===== src/rtl/bnn_sequencer.sv =====
// bnn_sequencer: loads a serial binary image and steps the LAYER_1/2/3 state bus with a watchdog.
// Optional cycle counter on perf_cycles when BNN_SEQ_PERF_EN is defined.
module bnn_sequencer #(
  parameter int IMG_DIM = 28,
  parameter int LAYER_TIMEOUT = 4095,
  parameter int CLASS_W = 4
) (
  input  logic clk,
  input  logic rst,
  input  logic start,
  input  logic abort,
  input  logic pixel_in,
  input  logic pixel_valid,
  output logic pixel_ready,
  input  logic layer_one_done,
  input  logic layer_two_done,
  input  logic layer_three_done,
  input  logic [CLASS_W-1:0] class_in,
  output logic [2:0] state,
  output logic [IMG_DIM*IMG_DIM-1:0] pixels,
  output logic [CLASS_W-1:0] result_class,
  output logic result_valid,
  output logic timeout_err,
  output logic [15:0] perf_cycles
);
  localparam int N = IMG_DIM * IMG_DIM;
  localparam int CW = $clog2(N + 1);
  localparam int WW = $clog2(LAYER_TIMEOUT + 1);
  localparam logic [2:0] IDLE = 3'b000;
  localparam logic [2:0] LOAD = 3'b001;
  localparam logic [2:0] L1 = 3'b010;
  localparam logic [2:0] L2 = 3'b011;
  localparam logic [2:0] L3 = 3'b100;
  logic [CW-1:0] cnt;
  logic [WW-1:0] wd;
  logic done;
  logic fin;
  assign pixel_ready = state == LOAD;
  assign done = state == L1 ? layer_one_done : state == L2 ? layer_two_done :
                state == L3 ? layer_three_done : 1'b0;
  assign fin = !abort && state == L3 && layer_three_done;
  always_ff @(posedge clk)
    if (rst) begin
      state <= IDLE;
      pixels <= '0;
      result_class <= '0;
      result_valid <= 1'b0;
      timeout_err <= 1'b0;
      cnt <= '0;
      wd <= '0;
    end else if (abort) begin
      state <= IDLE;
      result_valid <= 1'b0;
    end else
      case (state)
        IDLE: if (start) begin
          state <= LOAD;
          result_valid <= 1'b0;
          timeout_err <= 1'b0;
          cnt <= '0;
          pixels <= '0;
        end
        LOAD: if (pixel_valid) begin
          pixels[cnt] <= pixel_in;
          cnt <= cnt + 1'b1;
          wd <= '0;
          if (cnt == CW'(N - 1)) state <= L1;
        end
        L1, L2, L3: if (done) begin
          wd <= '0;
          state <= state == L3 ? IDLE : state + 3'd1;
          if (state == L3) begin
            result_class <= class_in;
            result_valid <= 1'b1;
          end
        end else if (wd == WW'(LAYER_TIMEOUT - 1)) begin
          // the cycle on which the count reaches the limit is the last one in this layer
          state <= IDLE;
          timeout_err <= 1'b1;
        end else wd <= wd + 1'b1;
        default: state <= IDLE;
      endcase
`ifdef BNN_SEQ_PERF_EN
  logic [15:0] perf_cnt;
  logic [15:0] perf_nxt;
  assign perf_nxt = perf_cnt == 16'hFFFF ? perf_cnt : perf_cnt + 16'd1;
  always_ff @(posedge clk)
    if (rst) begin
      perf_cnt <= '0;
      perf_cycles <= '0;
    end else if (!abort && state == IDLE && start) begin
      perf_cnt <= '0;
      perf_cycles <= '0;
    end else begin
      if (state != IDLE) perf_cnt <= perf_nxt;
      if (fin) perf_cycles <= perf_nxt;
    end
`else
  assign perf_cycles = '0;
`endif
endmodule


===== config.mk =====
export PLATFORM = sky130hd
export DESIGN_NAME = bnn_sequencer
export DESIGN_NICKNAME = d
export VERILOG_FILES = /design/src/rtl/bnn_sequencer.sv
export SDC_FILE = /design/constraint.sdc
export NUM_CORES = 2
export LEC_CHECK = 0
export BUFFER_PORTS_ARGS = -buffer_cell sky130_fd_sc_hd__buf_2
export CAP_MARGIN = 20
export CORE_MARGIN = 2
export CORE_UTILIZATION = 35
export CTS_CLUSTER_SIZE = 28
export DETAILED_ROUTE_END_ITERATION = 10
export PLACE_DENSITY = 0.63
export SLEW_MARGIN = 20
export SYNTH_ARGS = -nofsm -noshare
export SYNTH_HDL_FRONTEND = slang
export SYNTH_SLANG_ARGS = --single-unit

===== constraint.sdc =====
create_clock -name clk -period 2.55 [get_ports clk]
set_input_delay 0.3825 -clock clk [delete_from_list [all_inputs] [get_ports clk]]
set_output_delay 0.3825 -clock clk [all_outputs]
set_load 0.005 [all_outputs]

==> key figures <==
Timing
  • Min Clock Period, post-route: ~2400 ps
  • Min Hold Slack: 135.0 ps
  • Worst Tran Pin Value: between 900 and 1000 ps
  • Relative slew slack: 0.3763
  • Final Max Slew Viols: 0
  • Crit share post-route: 0.9399
  • RSZ-0062 raised after global routing: false
  • Highest Clock Rate: 417.2 MHz
  • # setup viols final: 0
  • Setup TNS: 0 ps
  • Skew final: 23.49 ps
  • PnR worst setup slack: between 150 and 200 ps
  • Hold Vio Cnt, Final: 0

Route
  • TritonRoute pass-1 iters: 8
  • Final ANT Viol Nets: 0
  • Via density: about 6.6
  • DR vias: between 40000 and 50000
  • Routed wire length: ~180000 um
  • Routed WL per cell: 29.74 um
  • DR iter-0 viols: just under 6000
  • Drt drc: 0

Die
  • Initial Util: 0.3537
  • # IOs: slightly above 800
  • Die area: roughly 110000 um^2
  • Height of the die: about 330 um
  • Row count: between 100 and 150
  • Die width: between 300 and 400 um
  • Core Box Area: between 100000 and 150000 um^2

Power and ir drop
  • Peak VDD IR: 0.0004933 V
  • Pwr dens: between 600 and 700 nW/um^2
  • Leakage: 16.32 nW
  • Final Total Pwr: about 28 mW

Worst setup path
  • CP max FO: slightly below 60
  • Setup crit start kind: flop
  • Kind of cell adding the most delay to the critical path: buffers and inverters
  • Worst Path Arrival: between 2000 and 3000 ps
  • Worst-path cell chain: inv_1 -> ha_1 -> mux2_4 -> nand4_4 -> buf_16 -> buf_12 -> o311ai_0 -> a21oi_1
  • Slowest stage delay, CP: around 370 ps
  • Required @ worst endpoint: approximately 3100 ps
  • Slowest cell on crit path: dfxtp_2
  • Buf/Inv on CP: 3
  • Setup CP Type: reg2reg
  • Crit. End Element: flop

Clocking
  • Num CTS Buffers: roughly 90
  • Worst-path clk slew: about 60 ps
  • CTS Root Buffer Type: clkbuf_16
  • CTS max path bufs: 3
  • Postcts setup bufs: 0
  • Latest clock arrival within the worst-skew pair: about 670 ps
  • TritonCTS clock tree: built
  • # clock sinks: 815
  • H-tree depth: 3

GRT
  • Total grt overflow: 0
  • Initial antenna violation count: 4
  • Total global-route track usage: 0.3211
  • Vias in the first global route: 36561
  • First-pass GRT wire length: 259200 um
  • Pin count of the biggest net entering global routing: between 150 and 200

Min path
  • Min-Delay Path Class: in2reg

Logic synthesis
  • Post-Syn Instances: roughly 4200
  • Synthesized area: approximately 36000 um^2
  • Synth cell count leaders: dfxtp_1, a21oi_1, nand3_1
  • Synthesized flop and latch total: slightly above 800
  • Yosys cell types: between 60 and 70
  • Asr flop ratio synth: 0
  • Post-synth top area cell: dfxtp_1
  • Post-synth EDFFs: 0
  • Syn_area_per_cell: between 8 and 9 um^2
  • Main synth FF type: dfxtp_1
  • Yosys warnings: 0
  • Count leader, synth: dfxtp_1
  • Synth area leaders: dfxtp_1, o311ai_0, a21oi_1
  • Seq/Total Area, Yosys: 0.4521
  • Top cell type's share of synthesized area: 0.4521

Placed design
  • Pre-CTS setup slack: -34.28 ps
  • Port buffer count: ~810
  • Final Wtd Congestion: approximately 0.87
  • Post-DP HPWL: around 110000 um

Cells and area
  • Layout cell share with drive strength beyond 1: 0.2734
  • Area Growth Syn to Fin: 25.58%
  • Final net count: 4660
  • Number of fill cells: 9989

Run
  • Max Cap Viol: 0

Outcome
  • Status: finished clean
layer usage:
| metal | vias to the layer above | GRT usage | wire, um | share of wire |
|---|---|---|---|---|
| li1 | 17140 | - | - | - |
| met1 | 19453 | 0.4317 | 71040 | 0.39 |
| met2 | 2999 | 0.4602 | 76260 | 0.42 |
| met3 | 550 | 0.08994 | 22240 | 0.12 |
| met4 | 2 | 0.1790 | 11280 | 0.062 |
| met5 | - | 0 | 13 | 0.000072 |
area by class of cell:
type                    count  area (um^2)  area share
well taps                1368         1712     0.03777
flip-flops and latches    815        16320      0.3600
diodes                      1        2.502  0.00005521
multi-input cells        2661        17010      0.3752
repair buffers           1051         7146      0.1577
inverters                  15        56.30    0.001242
clock inverters            34        387.9    0.008558
clock buffers             135         2695     0.05946
power breakdown:
group          leakage, nW  internal, mW  switching, mW
sequential            6.56          12.7        0.00546
combinational         8.23         0.270          0.947
clock                 1.53          7.95           5.77
state kept, by name, indices dropped and copies added, names as in the netlist:
name,count
result_class,4
pixels,784
cnt,10
state,3
wd,12
result_valid,1
timeout_err,1
kinds of logic (layout without fill, tap and decap cells):
logic type,Yosys count,in the layout,share of synthesized area
AOI/OAI and AO/OA,1618,1618,0.3094
xor gates and xnor gates,8,8,0.001941
adders and majority gates,12,12,0.004160
buffers and inverters,692,1235,0.08345
DFF,815,815,0.4521
muxes,9,9,0.002635
other,1,17,0.0001039
and+or+nand+nor,998,998,0.1462
metrics by stage:
stage	instance area, um^2	utilization	std cells
3_3_place_gp	42140	0.4130	5905
5_1_grt	45320	0.4442	6080
4_1_cts	45280	0.4438	6079
3_5_place_dp	42140	0.4130	5905
2_1_floorplan	36150	-	4168
6_report	45320	0.4442	6080
cell usage in the layout, fill, tap and decap left out, types with 18 or more instances in the layout:
cell type  count
a21oi_1      791
buf_12        98
buf_2        805
buf_4        140
clkbuf_1      21
clkbuf_16     93
clkbuf_8      21
clkinv_2      18
dfxtp_1      813
nand2_1       43
nand3_1      789
nor2_1        29
nor2_2        20
nor2_4        37
o311ai_0     754
o311ai_1      32
worst register-to-register path: stages, from the launching register on:
cell and delay (ps):
dfxtp_2 370, inv_1 100, ha_1 240, mux2_4 290
nand4_4 170, buf_16 260, buf_12 310, o311ai_0 380
a21oi_1 120
path summary, 6_finish.rpt:
kind	startpoint	endpoint	slack, ps	cells past startpoint
setup / recovery	state[0]	pixels[302]	150	8
hold / removal	rst	pixels[58]	130	2
setup reg to reg	state[0]	pixels[302]	150	8
hold reg to reg	pixels[783]	pixels[783]	470	2
timing repair:
item,4_1_cts,5_1_grt
gates resized for setup,2,9
hold endpoints to repair,7,0
setup endpoints to repair,5,109
cloned,0,0
pin swaps,0,0
hold buffers,5,0
Power figures use the tool's default switching activity.
